### src/rtl/baud_gen_multi_pkg.sv
// Shared definitions for the fractional-N baud generator: rate constants,
// FSM state encoding and the elaboration-time increment calculation.
package baud_gen_multi_pkg;

  typedef enum logic {
    ST_RUN    = 1'b0,
    ST_SWITCH = 1'b1
  } state_t;

  localparam int unsigned BAUD_RATE_0 = 1200;
  localparam int unsigned BAUD_RATE_1 = 2400;
  localparam int unsigned BAUD_RATE_2 = 4800;
  localparam int unsigned BAUD_RATE_3 = 9600;
  localparam int unsigned BAUD_RATE_4 = 19200;
  localparam int unsigned BAUD_RATE_5 = 38400;
  localparam int unsigned BAUD_RATE_6 = 57600;
  localparam int unsigned BAUD_RATE_7 = 115200;

  // Rounded phase increment; the >>8 pre-scaling keeps the product inside 32 bits.
  function automatic int unsigned baud_inc(input int unsigned rate, input int unsigned freq,
                                           input int unsigned os, input int unsigned w);
    return (((rate * os) << (w - 8)) + (freq >> 9)) / (freq >> 8);
  endfunction

endpackage

### src/rtl/baud_inc_rom.sv
// Combinational rate table: rate index -> accumulator increment.
// Entries are constants folded at elaboration.
module baud_inc_rom
  import baud_gen_multi_pkg::*;
#(
  parameter int CLK_FREQ   = 25000000,
  parameter int ACC_W      = 16,
  parameter int OVERSAMPLE = 16,
  parameter int BAUD_SIZE  = 3
) (
  input  logic [BAUD_SIZE-1:0] idx,
  output logic [ACC_W:0]       inc
);

  localparam int unsigned INC_0 = baud_inc(BAUD_RATE_0, CLK_FREQ, OVERSAMPLE, ACC_W);
  localparam int unsigned INC_1 = baud_inc(BAUD_RATE_1, CLK_FREQ, OVERSAMPLE, ACC_W);
  localparam int unsigned INC_2 = baud_inc(BAUD_RATE_2, CLK_FREQ, OVERSAMPLE, ACC_W);
  localparam int unsigned INC_3 = baud_inc(BAUD_RATE_3, CLK_FREQ, OVERSAMPLE, ACC_W);
  localparam int unsigned INC_4 = baud_inc(BAUD_RATE_4, CLK_FREQ, OVERSAMPLE, ACC_W);
  localparam int unsigned INC_5 = baud_inc(BAUD_RATE_5, CLK_FREQ, OVERSAMPLE, ACC_W);
  localparam int unsigned INC_6 = baud_inc(BAUD_RATE_6, CLK_FREQ, OVERSAMPLE, ACC_W);
  localparam int unsigned INC_7 = baud_inc(BAUD_RATE_7, CLK_FREQ, OVERSAMPLE, ACC_W);

  always_comb begin
    inc = INC_7[ACC_W:0];
    case (int'(idx))
      0:       inc = INC_0[ACC_W:0];
      1:       inc = INC_1[ACC_W:0];
      2:       inc = INC_2[ACC_W:0];
      3:       inc = INC_3[ACC_W:0];
      4:       inc = INC_4[ACC_W:0];
      5:       inc = INC_5[ACC_W:0];
      6:       inc = INC_6[ACC_W:0];
      default: inc = INC_7[ACC_W:0];
    endcase
  end

endmodule

### src/rtl/baud_gen_multi.sv
// Fractional-N baud generator with oversample/bit/mid strobes and glitch-free rate switching.
// Optional BAUD_GEN_CUSTOM_INC_EN adds a writable increment selected by the all-ones index.
//   state     | meaning
//   ST_RUN    | accumulating, ticks issued
//   ST_SWITCH | rate change draining: load new increment, then return (busy=1)
module baud_gen_multi
  import baud_gen_multi_pkg::*;
#(
  parameter int CLK_FREQ   = 25000000,
  parameter int ACC_W      = 16,
  parameter int OVERSAMPLE = 16,
  parameter int BAUD_SIZE  = 3
) (
  input  logic                 clk,
  input  logic                 rst,
  input  logic                 en,
  input  logic [BAUD_SIZE-1:0] baud_switch,
  input  logic                 sync_clr,
`ifdef BAUD_GEN_CUSTOM_INC_EN
  input  logic                 inc_wr,
  input  logic [ACC_W:0]       inc_wdata,
`endif
  output logic                 os_tick,
  output logic                 bit_tick,
  output logic                 mid_tick,
  output logic                 busy
);

  localparam int OS_W = $clog2(OVERSAMPLE);
  localparam logic [OS_W-1:0] OS_LAST = OS_W'(OVERSAMPLE - 1);
  localparam logic [OS_W-1:0] OS_MID  = OS_W'(OVERSAMPLE / 2 - 1);
  localparam int unsigned INC_RST_I = baud_inc(BAUD_RATE_0, CLK_FREQ, OVERSAMPLE, ACC_W);
  localparam logic [ACC_W:0] INC_RST = INC_RST_I[ACC_W:0];

  state_t               state;
  logic                 drain;
  logic [BAUD_SIZE-1:0] sel_q, active, target;
  logic [ACC_W:0]       acc, inc, rom_inc, next_inc, sum;
  logic                 carry;
  logic [OS_W-1:0]      os_cnt;
  logic                 force_sw;

  baud_inc_rom #(
    .CLK_FREQ  (CLK_FREQ),
    .ACC_W     (ACC_W),
    .OVERSAMPLE(OVERSAMPLE),
    .BAUD_SIZE (BAUD_SIZE)
  ) u_rom (
    .idx(target),
    .inc(rom_inc)
  );

  assign sum   = {1'b0, acc[ACC_W-1:0]} + inc;
  assign carry = sum[ACC_W];
  // acc[ACC_W] holds the carry of the last add and is cleared on every non-add cycle
  assign os_tick = acc[ACC_W];

`ifdef BAUD_GEN_CUSTOM_INC_EN
  localparam int unsigned INC_TOP_I = baud_inc(BAUD_RATE_7, CLK_FREQ, OVERSAMPLE, ACC_W);
  logic [ACC_W:0] custom_inc;

  always_ff @(posedge clk or posedge rst) begin
    if (rst) begin
      custom_inc <= INC_TOP_I[ACC_W:0];
      force_sw   <= 1'b0;
    end else begin
      if (inc_wr) custom_inc <= inc_wdata;
      force_sw <= inc_wr | (force_sw & (state != ST_RUN));
    end
  end

  assign next_inc = (&target) ? custom_inc : rom_inc;
`else
  assign force_sw = 1'b0;
  assign next_inc = rom_inc;
`endif

  always_ff @(posedge clk or posedge rst) begin
    if (rst) begin
      state    <= ST_RUN;
      drain    <= 1'b0;
      sel_q    <= '0;
      active   <= '0;
      target   <= '0;
      inc      <= INC_RST;
      acc      <= '0;
      os_cnt   <= '0;
      bit_tick <= 1'b0;
      mid_tick <= 1'b0;
      busy     <= 1'b0;
    end else begin
      sel_q      <= baud_switch;
      acc[ACC_W] <= 1'b0;
      bit_tick   <= 1'b0;
      mid_tick   <= 1'b0;
      case (state)
        ST_RUN: begin
          if (force_sw || (sel_q != active)) begin
            state  <= ST_SWITCH;
            busy   <= 1'b1;
            drain  <= 1'b0;
            target <= force_sw ? '1 : sel_q;
          end else if (en) begin
            acc      <= sum;
            bit_tick <= carry && (os_cnt == OS_LAST);
            mid_tick <= carry && (os_cnt == OS_MID);
            if (carry) os_cnt <= os_cnt + OS_W'(1);
          end
        end
        ST_SWITCH: begin
          if (!drain) begin
            inc    <= next_inc;
            active <= target;
            acc    <= '0;
            os_cnt <= '0;
            drain  <= 1'b1;
          end else begin
            state <= ST_RUN;
            drain <= 1'b0;
            busy  <= 1'b0;
          end
        end
        default: state <= ST_RUN;
      endcase
      // Phase realign overrides any add or carry issued this cycle
      if (sync_clr) begin
        acc      <= '0;
        os_cnt   <= '0;
        bit_tick <= 1'b0;
        mid_tick <= 1'b0;
      end
    end
  end

endmodule

### config.mk
export PLATFORM = sky130hd
export DESIGN_NAME = baud_gen_multi
export DESIGN_NICKNAME = d
export VERILOG_FILES = /design/src/rtl/baud_gen_multi_pkg.sv /design/src/rtl/baud_inc_rom.sv /design/src/rtl/baud_gen_multi.sv
export SDC_FILE = /design/constraint.sdc
export NUM_CORES = 1
export LEC_CHECK = 0
export BUFFER_PORTS_ARGS = -buffer_cell sky130_fd_sc_hd__buf_4
export CAP_MARGIN = 25
export CELL_PAD_IN_SITES_DETAIL_PLACEMENT = 0
export CELL_PAD_IN_SITES_GLOBAL_PLACEMENT = 2
export CORE_UTILIZATION = 40
export CTS_CLUSTER_DIAMETER = 100
export DETAILED_ROUTE_END_ITERATION = 7
export GPL_TIMING_DRIVEN = 0
export PLACE_DENSITY_LB_ADDON = 0.1
export SYNTH_ARGS = -nofsm -noshare
export SYNTH_HDL_FRONTEND = slang
export SYNTH_SLANG_ARGS = --single-unit
export TNS_END_PERCENT = 5
### constraint.sdc
create_clock -name clk -period 2.5 [get_ports clk]
set_clock_uncertainty 0.05 [all_clocks]
set_input_delay 0.5 -clock clk [delete_from_list [all_inputs] [get_ports clk]]
set_output_delay 0.5 -clock clk [all_outputs]
set_load 0.01 [all_outputs]
After elaboration in Yosys (flattened, before gate mapping):

Index checks and enable logic that the tools add are counted.

* bits in latches: 0
* memories kept: 0
* ROM bits: 0
* memory bits (writable): 0
* register bits after elaboration: 52
* output and inout bits: 4

* mux-type cells: 28
* divide/modulo/power cells: 0
* equality and inequality tests: 15
* magnitude comparators: 0
* add/subtract/negate cells: 2
* $mul: 0
* bitwise gates (word level): 2
* reduce and logical (&&, ||, !) cells: 8
* shifts and indexed selects: 0

Operators by type and width (number)
* $pmux 13 s7: 1
* $mux 17: 3
* $pmux 17 s2: 1
* $mux 4: 5
* $add 16x17->17: 1
* $mux 16: 1
* $mux 1: 13
* $ne 3x3->1 const B: 4
* $eq 3x3->1 const B: 3
* $pmux 4 s2: 1
* $eq 3x2->1 const B: 2
* $pmux 1 s2: 3
* $reduce_and 2->1: 3
* $add 4x1->4 const B: 1
* $eq 4x3->1 const B: 1
* $eq 4x4->1 const B: 1
* $reduce_and 4->1: 1
* $eq 3x1->1 const B: 1
* $logic_not 3->1: 1
* $ne 3x3->1: 1
* $reduce_and 3->1: 1
* $logic_and 1x1->1: 2
* $ne 2x1->1 const B: 1
* $ne 2x2->1 const B: 1
* $not 1->1: 2

Longest topological paths before layout:

Gate-level depths: netlist of the first run.

* depth in word-level cells: 6
* mapped depth: 9
* depth with buffers taken out: 9

Cells and area by module:

Synthesis of the first run repeated with hierarchy kept, for this count alone.

* cells, all modules: 273
* area, all modules: 2969.1 µm²

Modules (own cells, without submodules)
* baud_gen_multi: cells an instance 246, area each 2772.7 µm², times used 1
* baud_inc_rom: cells an instance 27, area each 196.4 µm², times used 1

Worst setup path after synthesis of the first run:

No wires, ideal clock.

* path type: register -> register
* start: reg inc[1]
* end: reg os_cnt[0]
* setup time: 0.125 ns
* cell stages (with the launch flop): 9
* arrival: 2.027 ns
* setup slack: 0.299 ns
* cell sequence: dfstp_2 -> inv_1 -> fa_1 -> nand2b_1 -> a211oi_2 -> nor2_1 -> o22ai_4 -> o31ai_1 -> mux2_2

* longest elaborated chain between the ends: 3

RTL lines
* from (decl): line baud_gen_multi.sv:38 `logic [ACC_W:0] acc, inc, rom_inc, next_inc, sum;`
* from (signal assigned): line baud_gen_multi.sv:112 `inc <= next_inc;`
* $add 16x17->17: line baud_gen_multi.sv:53 `assign sum = {1'b0, acc[ACC_W-1:0]} + inc;`
* $ne 3x3->1 (no line)
* $reduce_and 4->1 (no line)
* to (signal assigned): line baud_gen_multi.sv:107 `if (carry) os_cnt <= os_cnt + OS_W'(1);`
* to (decl): line baud_gen_multi.sv:40 `logic [OS_W-1:0] os_cnt;`

No other way between the ends.
A chain may end at the register's enable or synchronous reset.

Worst setup path after layout of the first run:

Same ends and word-level chain as after synthesis.

==> impl_metrics.prom, run 1 <==
# TYPE chip_impl_metric gauge
chip_impl_metric{name="die_h",unit="um"} 83.5
chip_impl_info{name="top_area_cells_in_the_synthesized_netlist",value="sky130_fd_sc_hd__dfrtp_1 42%, sky130_fd_sc_hd__ha_1 6.6%, sky130_fd_sc_hd__nand2_1 4.8%, sky130_fd_sc_hd__o21ai_0 4.7%, sky130_fd_sc_hd__a21oi_1 3.2%"} 1
chip_impl_metric{name="gr-total-overflow",unit=""} 0
chip_impl_info{name="rsz_0062_raised_after_global_routing",value="true"} 1
chip_impl_metric{name="post-route-period-util",unit="%"} 94.4
chip_impl_metric{name="synth_seq_cells",unit=""} 48
chip_impl_metric{name="design.core.area",unit="sq um"} 6390
chip_impl_metric{name="setup_total_negative_slack",unit="ns"} 0
chip_impl_info{name="reg2reg_from",value="inc[1]"} 1
chip_impl_info{name="final_common_cell",value="sky130_fd_sc_hd__dfrtp_1"} 1
chip_impl_metric{name="max-vdd-ir-drop",unit="mV"} 0.525
chip_impl_metric{name="antenna_left",unit=""} 0
chip_impl_metric{name="globalplace.congestion",unit=""} 0.778
chip_impl_metric{name="floorplan.initialDensity",unit="%"} 41.6
chip_impl_info{name="timing_worst_setup_path_type",value="reg2reg"} 1
chip_impl_metric{name="std_cell_rows",unit=""} 29
chip_impl_metric{name="synth-edff-count",unit=""} 0
chip_impl_info{name="yosysTopAreaCell",value="sky130_fd_sc_hd__dfrtp_1"} 1
chip_impl_metric{name="leakagePower",unit="nW"} 1.32
chip_impl_metric{name="synth_area",unit="sq um"} 2660
chip_impl_metric{name="antenna-diode-count",unit=""} 0
chip_impl_info{name="postSynth.topFlopCell",value="sky130_fd_sc_hd__dfrtp_1"} 1
chip_impl_metric{name="internal-power",unit="mW"} 1.65
chip_impl_metric{name="clk_path_buf_depth",unit=""} 2
chip_impl_metric{name="r2r_setup_slk",unit="ns"} 0.14
chip_impl_metric{name="worst-endpoint-arrival",unit="ns"} 2.51
chip_impl_metric{name="final.min_clock_period",unit="ns"} 2.36
chip_impl_metric{name="fp.dieArea",unit="sq um"} 6970
chip_impl_metric{name="fillCellCount",unit=""} 630
chip_impl_metric{name="synth_cell_type_count",unit=""} 49
chip_impl_metric{name="worst_r2r_path_depth",unit=""} 8
chip_impl_metric{name="io_buffer_count",unit=""} 10
chip_impl_metric{name="gr-usage-all-layers",unit="%"} 17.6
chip_impl_metric{name="grt_pass1_wl",unit="mm"} 9.55
chip_impl_metric{name="fraction_of_final_layout_cells_with_drive_strength_greater_than_1",unit="%"} 16.3
chip_impl_metric{name="top_cell_type_s_share_of_synthesized_area",unit="%"} 42.4
chip_impl_metric{name="cts_htree_levels",unit=""} 2
chip_impl_metric{name="route.final.wire_length",unit="mm"} 5.68
chip_impl_metric{name="netsw",unit="mW"} 1.09
chip_impl_info{name="final_cell_mix",value="45 x sky130_fd_sc_hd__dfrtp_1, 34 x sky130_fd_sc_hd__nand2_1, 25 x sky130_fd_sc_hd__o21ai_0"} 1
chip_impl_metric{name="setup_viol",unit=""} 0
chip_impl_metric{name="grt_max_degree",unit=""} 31
chip_impl_info{name="hold_path_class",value="in2async"} 1
chip_impl_metric{name="syn_nets",unit=""} 290
chip_impl_metric{name="cts_hold_repair.buffers",unit=""} 0
chip_impl_metric{name="cts.reportedPaths.clkPinSlew",unit="ns"} 0.09
chip_impl_metric{name="drt-wirelength-per-cell",unit="um"} 15.6
chip_impl_metric{name="area.growth.synth_to_final",unit="%"} 11.2
chip_impl_metric{name="timing.max_slew.rel_slack",unit="%"} 70.9
chip_impl_metric{name="number_of_buffers_added_by_the_clock_tree_synthesis_step",unit=""} 5
chip_impl_metric{name="drv_cap",unit=""} 0
chip_impl_metric{name="power.clock.fraction",unit="%"} 18.1
chip_impl_metric{name="dpl.hpwl",unit="mm"} 4.36
chip_impl_metric{name="dr_total_vias",unit=""} 1993
chip_impl_metric{name="grt_antenna_before_repair",unit=""} 0
chip_impl_metric{name="pin_count",unit=""} 11
chip_impl_metric{name="power_dens_cells",unit="nW/um^2"} 927
chip_impl_metric{name="hold-worst-slack",unit="ns"} 0.145
chip_impl_metric{name="drt-initial-drc-count",unit=""} 66
chip_impl_metric{name="required",unit="ns"} 2.65
chip_impl_metric{name="timing_worst_slew_pin_value",unit="ns"} 0.432
chip_impl_metric{name="timing.final.hold_violations",unit=""} 0
chip_impl_metric{name="synth_cells",unit=""} 268
chip_impl_metric{name="synthesis.area_per_instance",unit="sq um"} 9.92
chip_impl_info{name="reg2reg_to",value="os_cnt[0]"} 1
chip_impl_metric{name="crit_path_max_fanout",unit=""} 6
chip_impl_metric{name="ys_seq_area_share",unit="%"} 45.3
chip_impl_info{name="cts_root_buffer",value="sky130_fd_sc_hd__clkbuf_8"} 1
chip_impl_metric{name="insertion_delay",unit="ns"} 0.30
chip_impl_metric{name="power.combinational.fraction",unit="%"} 40.9
chip_impl_metric{name="netSwitchingFraction",unit="%"} 39.7
chip_impl_metric{name="power_frac_seq",unit="%"} 41.0
chip_impl_metric{name="die_w",unit="um"} 83.5
chip_impl_info{name="setup.worst_path.end_class",value="flip-flop"} 1
chip_impl_info{name="cp-start-kind",value="flip-flop"} 1
chip_impl_metric{name="numClockSinks",unit=""} 48
chip_impl_metric{name="dr.pass1.iters",unit=""} 4
chip_impl_metric{name="detail_route.drc_violations",unit=""} 0
chip_impl_metric{name="synth-async-reset-ratio",unit="%"} 100
chip_impl_info{name="cts_tree",value="built"} 1
chip_impl_metric{name="nNetsFinal",unit=""} 309
chip_impl_info{name="status",value="complete, no violations"} 1
chip_impl_metric{name="yosys_warnings",unit=""} 0
chip_impl_metric{name="vias_in_the_first_global_route",unit=""} 1923
chip_impl_metric{name="via_density_per_instance",unit=""} 5.46
chip_impl_metric{name="drv_slew",unit=""} 0
chip_impl_metric{name="maxClockFrequency",unit="MHz"} 424
==> state kept, by name, indices dropped and copies added, names as in the netlist <==
signal,count
acc,17
inc,13
os_cnt,4
active,3
sel_q,3
target,3
bit_tick,1
busy,1
drain,1
mid_tick,1
state,1
==> worst max-delay path, stage by stage (launching register included) <==
cell and delay [ns]:
sky130_fd_sc_hd__dfstp_2 0.54, sky130_fd_sc_hd__inv_1 0.06, sky130_fd_sc_hd__fa_1 0.40, sky130_fd_sc_hd__nand2b_2 0.23
sky130_fd_sc_hd__a211oi_2 0.22, sky130_fd_sc_hd__nor2_1 0.13, sky130_fd_sc_hd__o22ai_4 0.24, sky130_fd_sc_hd__o31ai_1 0.12
sky130_fd_sc_hd__mux2_2 0.27
==> synthesized netlist by cell type, types with 4 or more instances <==
library cell               instances
sky130_fd_sc_hd__a22o_1            6
sky130_fd_sc_hd__ha_1             14
sky130_fd_sc_hd__nor3_1            5
sky130_fd_sc_hd__clkbuf_1          5
sky130_fd_sc_hd__mux2_2            7
sky130_fd_sc_hd__o31ai_1           5
sky130_fd_sc_hd__nand4_1           4
sky130_fd_sc_hd__nor2_1           14
sky130_fd_sc_hd__a21oi_1          17
sky130_fd_sc_hd__nand2b_1          7
sky130_fd_sc_hd__inv_1            12
sky130_fd_sc_hd__nand2_1          34
sky130_fd_sc_hd__o21ai_0          25
sky130_fd_sc_hd__buf_2             4
sky130_fd_sc_hd__xor2_1            6
sky130_fd_sc_hd__xnor2_1           6
sky130_fd_sc_hd__nand3_1           8
sky130_fd_sc_hd__dfrtp_1          45
==> how the worst max path moves through the flow <==
stage	slack, ns	start	to
floorplan	0.30	inc[1]	os_cnt[0]
global placement	0.07	inc[1]	os_cnt[0]
detailed placement	0.08	inc[1]	os_cnt[0]
CTS	0.06	inc[1]	os_cnt[0]
global route	-0.02	inc[1]	acc[14]
finish	0.14	inc[1]	os_cnt[0]
==> routing by layer <==
metal  GRT usage, %  up-vias  wire length [um]
li1               -     1006                 -
met1           23.6      964              2840
met2           28.9       16              2670
met3           3.36        7                99
met4           5.39        0                70
met5              0        -                 0
==> power by group through the flow <==
stage	Combinational [mW]	Sequential, mW	Clock [mW]
6_report	1.12	1.12	0.496
5_1_grt	1.27	1.15	0.542
4_1_cts	1.14	1.12	0.511
3_5_place_dp	1.14	1.14	0
3_3_place_gp	1.13	1.14	0
2_1_floorplan	0.883	1.09	0
==> cell type report <==
cell class | count | area (sq um) | share of cell area [%]
flip-flops and latches | 48 | 1200 | 40.8
plain buffers | 9 | 38.8 | 1.31
multi-input cells | 198 | 1370 | 46.3
inverters | 13 | 48.8 | 1.65
well taps | 77 | 96.3 | 3.26
repair buffers | 12 | 103 | 3.47
clock buffers | 7 | 86.3 | 2.92
clock inverters | 1 | 8.76 | 0.296
==> logic make-up after synthesis <==
logic type / synth area share, %
AOI/OAI and AO/OA: 21.2
xor gates and xnor gates: 3.95
adders and majority gates: 7.34
buffers and inverters: 3.30
DFF: 45.3
muxes: 3.34
and+or+nand+nor: 15.5
==> per-stage QoR <==
step / total power [mW] / instance area, sq um / setup slack [ns] / instances / utilization, %
5_1_grt: 2.96 / 2950 / -0.0162 / 365 / 46.3
2_1_floorplan: 1.97 / 2660 / 0.299 / 268 / -
3_5_place_dp: 2.28 / 2850 / 0.0818 / 356 / 44.6
3_3_place_gp: 2.27 / 2830 / 0.0659 / 355 / 44.3
6_report: 2.74 / 2950 / 0.139 / 365 / 46.3
4_1_cts: 2.77 / 2940 / 0.0622 / 364 / 46.1
==> timing repair <==
action | 4_1_cts | 5_1_grt
setup endpoints to repair | 0 | 6
endpoints found under the hold margin | 0 | 0
setup buffers | 0 | 1
resized for setup | 0 | 1
(Power assumes the default switching activity.)
==> run 2, diff against run 1 <==
--- a/config.mk
+++ b/config.mk
@@ -7,9 +7,9 @@
 export LEC_CHECK = 0
 export BUFFER_PORTS_ARGS = -buffer_cell sky130_fd_sc_hd__buf_4
 export CAP_MARGIN = 25
-export CELL_PAD_IN_SITES_DETAIL_PLACEMENT = 0
-export CELL_PAD_IN_SITES_GLOBAL_PLACEMENT = 2
-export CORE_UTILIZATION = 40
+export CELL_PAD_IN_SITES_DETAIL_PLACEMENT = 1
+export CELL_PAD_IN_SITES_GLOBAL_PLACEMENT = 1
+export CORE_UTILIZATION = 48
 export CTS_CLUSTER_DIAMETER = 100
 export DETAILED_ROUTE_END_ITERATION = 7
 export GPL_TIMING_DRIVEN = 0
==> run 2 against run 1 <==
Count of clock-buffer cells in the layout fell by 1. Critical path type unchanged. Sequential cell count did not move. Maximum frequency fell by 2.1%. Non-clock buffer count fell by 1. Design area fell by 0.42%. Via count rose by 2.0%. Sequential share of layout area rose by 0.17 points. Register-to-register slack got worse by 0.05 ns. Setup slack got worse by 0.049 ns. Clock power barely moved. Wire length rose by 3.1%.
==> impl_metrics.prom, run 2 (synthesis results as in run 1) <==
# TYPE chip_impl_metric gauge
chip_impl_metric{name="largest_register_ff_count",unit=""} 17
chip_impl_info{name="cts_tree",value="built"} 1
chip_impl_metric{name="setup_viol",unit=""} 0
chip_impl_metric{name="post-cts-setup-buffer-count",unit=""} 0
chip_impl_metric{name="insertion_delay",unit="ns"} 0.30
chip_impl_metric{name="drt-initial-drc-count",unit=""} 89
chip_impl_metric{name="leakagePower",unit="nW"} 1.32
chip_impl_metric{name="antenna_left",unit=""} 0
chip_impl_metric{name="drv_slew",unit=""} 0
chip_impl_metric{name="gr-usage-all-layers",unit="%"} 22.0
chip_impl_metric{name="std_cell_rows",unit=""} 26
chip_impl_metric{name="die_w",unit="um"} 76.4
chip_impl_metric{name="cts_hold_repair.buffers",unit=""} 0
chip_impl_metric{name="route.final.wire_length",unit="mm"} 5.85
chip_impl_info{name="timing_worst_setup_path_type",value="reg2reg"} 1
chip_impl_metric{name="via_density_per_instance",unit=""} 5.69
chip_impl_info{name="setup.worst_path.end_class",value="flip-flop"} 1
chip_impl_metric{name="dpl.hpwl",unit="mm"} 4.48
chip_impl_metric{name="floorplan.initialDensity",unit="%"} 51.1
chip_impl_metric{name="design.core.area",unit="sq um"} 5200
chip_impl_metric{name="final.min_clock_period",unit="ns"} 2.41
chip_impl_metric{name="grt_max_degree",unit=""} 36
chip_impl_metric{name="drv_cap",unit=""} 0
chip_impl_metric{name="grt_antenna_before_repair",unit=""} 0
chip_impl_info{name="largest_registers",value="acc: 17 flops, inc: 13 flops, os_cnt: 4 flops"} 1
chip_impl_metric{name="crit_path_max_fanout",unit=""} 7
chip_impl_metric{name="number_of_buffers_added_by_the_clock_tree_synthesis_step",unit=""} 5
chip_impl_metric{name="antenna-diode-count",unit=""} 0
chip_impl_info{name="final_common_cell",value="sky130_fd_sc_hd__dfrtp_1"} 1
chip_impl_metric{name="vias_in_the_first_global_route",unit=""} 2104
chip_impl_metric{name="timing.max_slew.rel_slack",unit="%"} 70.6
chip_impl_info{name="cp-start-kind",value="flip-flop"} 1
chip_impl_metric{name="worst-endpoint-arrival",unit="ns"} 2.56
chip_impl_metric{name="dr.pass1.iters",unit=""} 4
chip_impl_metric{name="max-vdd-ir-drop",unit="mV"} 0.604
chip_impl_metric{name="detail_route.drc_violations",unit=""} 0
chip_impl_metric{name="pin_count",unit=""} 11
chip_impl_metric{name="drt-wirelength-per-cell",unit="um"} 16.4
chip_impl_metric{name="numClockSinks",unit=""} 48
chip_impl_metric{name="fraction_of_final_layout_cells_with_drive_strength_greater_than_1",unit="%"} 16.7
chip_impl_metric{name="cts_htree_levels",unit=""} 2
chip_impl_metric{name="post-route-period-util",unit="%"} 96.4
chip_impl_metric{name="maxClockFrequency",unit="MHz"} 415
chip_impl_metric{name="final_core_util",unit="%"} 56.5
chip_impl_metric{name="gr-total-overflow",unit=""} 0
chip_impl_metric{name="globalplace.congestion",unit=""} 0.793
chip_impl_info{name="status",value="complete, no violations"} 1
chip_impl_metric{name="dr_total_vias",unit=""} 2033
chip_impl_metric{name="ctsResizeCount",unit=""} 0
chip_impl_metric{name="io_buffer_count",unit=""} 10
chip_impl_info{name="final_cell_mix",value="45 x sky130_fd_sc_hd__dfrtp_1, 34 x sky130_fd_sc_hd__nand2_1, 24 x sky130_fd_sc_hd__o21ai_0"} 1
chip_impl_metric{name="hold-worst-slack",unit="ns"} 0.0977
chip_impl_metric{name="timing_worst_slew_pin_value",unit="ns"} 0.441
chip_impl_metric{name="area.growth.synth_to_final",unit="%"} 10.7
chip_impl_metric{name="clk_path_buf_depth",unit=""} 2
chip_impl_info{name="hold_path_class",value="in2async"} 1
chip_impl_metric{name="required",unit="ns"} 2.65
chip_impl_metric{name="timing.final.hold_violations",unit=""} 0
chip_impl_metric{name="grt_pass1_wl",unit="mm"} 10.1
chip_impl_metric{name="fp.dieArea",unit="sq um"} 5840
chip_impl_info{name="rsz_0062_raised_after_global_routing",value="true"} 1
chip_impl_metric{name="power_dens_cells",unit="nW/um^2"} 936
chip_impl_metric{name="cts.reportedPaths.clkPinSlew",unit="ns"} 0.09
chip_impl_metric{name="die_h",unit="um"} 76.4
chip_impl_info{name="cts_root_buffer",value="sky130_fd_sc_hd__clkbuf_8"} 1
chip_impl_metric{name="nNetsFinal",unit=""} 308
chip_impl_info{name="largest-register",value="acc"} 1
==> run 2: cell count changes in the layout (fill, tap and decap cells not counted), sizes merged <==
cell | previous run | this run
inv | 13 | 14
clkbuf | 12 | 11
buf | 16 | 15
==> run 2: cell type report <==
class | instances | area (sq um)
fill | 608 | 2260
multi-input combinational | 198 | 1370
sequential | 48 | 1200
timing repair buffer | 11 | 95.1
tap | 70 | 87.6
clock buffer | 6 | 82.6
inverter | 13 | 48.8
buffer | 9 | 38.8
clock inverter | 2 | 13.8
==> run 2: path summary, 6_finish.rpt <==
path,start,end,slack (ns),cells after the start
worst max-delay path,inc[1],os_cnt[0],0.09,8
worst min-delay path,rst,target[1],0.1,2
worst max register to register,inc[1],os_cnt[0],0.09,8
worst min register to register,inc[5],inc[5],0.44,2
max in group asynchronous,rst,inc[4],1.76,3
min in group clk,baud_switch[0],sel_q[0],0.25,1
==> run 2: layer usage <==
metal | share of wire (%) | vias to the layer above | track usage (%) | wire length [um]
li1 | - | 998 | - | -
met1 | 46 | 1004 | 28.2 | 2710
met2 | 50 | 24 | 38.6 | 2930
met3 | 2.4 | 7 | 3.59 | 143
met4 | 1.2 | 0 | 5.58 | 68
met5 | 0 | - | 0 | 0
==> run 2: through the flow <==
stage	area [sq um]	total power, mW	setup WS, ns	setup TNS, ns	std cells
after CTS	2940	2.78	0.0596	0	357
after global routing	2940	2.97	-0.0302	-0.0477	357
after floorplan	2660	1.97	0.299	0	268
final	2940	2.75	0.0900	0	357
after detailed placement	2840	2.28	0.0805	0	349
after global placement	2820	2.24	0.0939	0	348
==> run 2: critical path, stage by stage, from the launching register on <==
cell	delay [ns]
sky130_fd_sc_hd__dfstp_2	0.54
sky130_fd_sc_hd__inv_1	0.06
sky130_fd_sc_hd__fa_1	0.42
sky130_fd_sc_hd__nand2b_2	0.24
sky130_fd_sc_hd__a211oi_2	0.26
sky130_fd_sc_hd__nor2_2	0.10
sky130_fd_sc_hd__o22ai_4	0.25
sky130_fd_sc_hd__o31ai_1	0.12
sky130_fd_sc_hd__mux2_2	0.27
==> run 2: where the power goes <==
| part | switching (mW) | internal [mW] | leakage (nW) |
|---|---|---|---|
| registers | 0.141 | 0.984 | 0.620 |
| logic | 0.693 | 0.441 | 0.643 |
| clock network | 0.266 | 0.227 | 0.0516 |
| total | 1.10 | 1.65 | 1.32 |
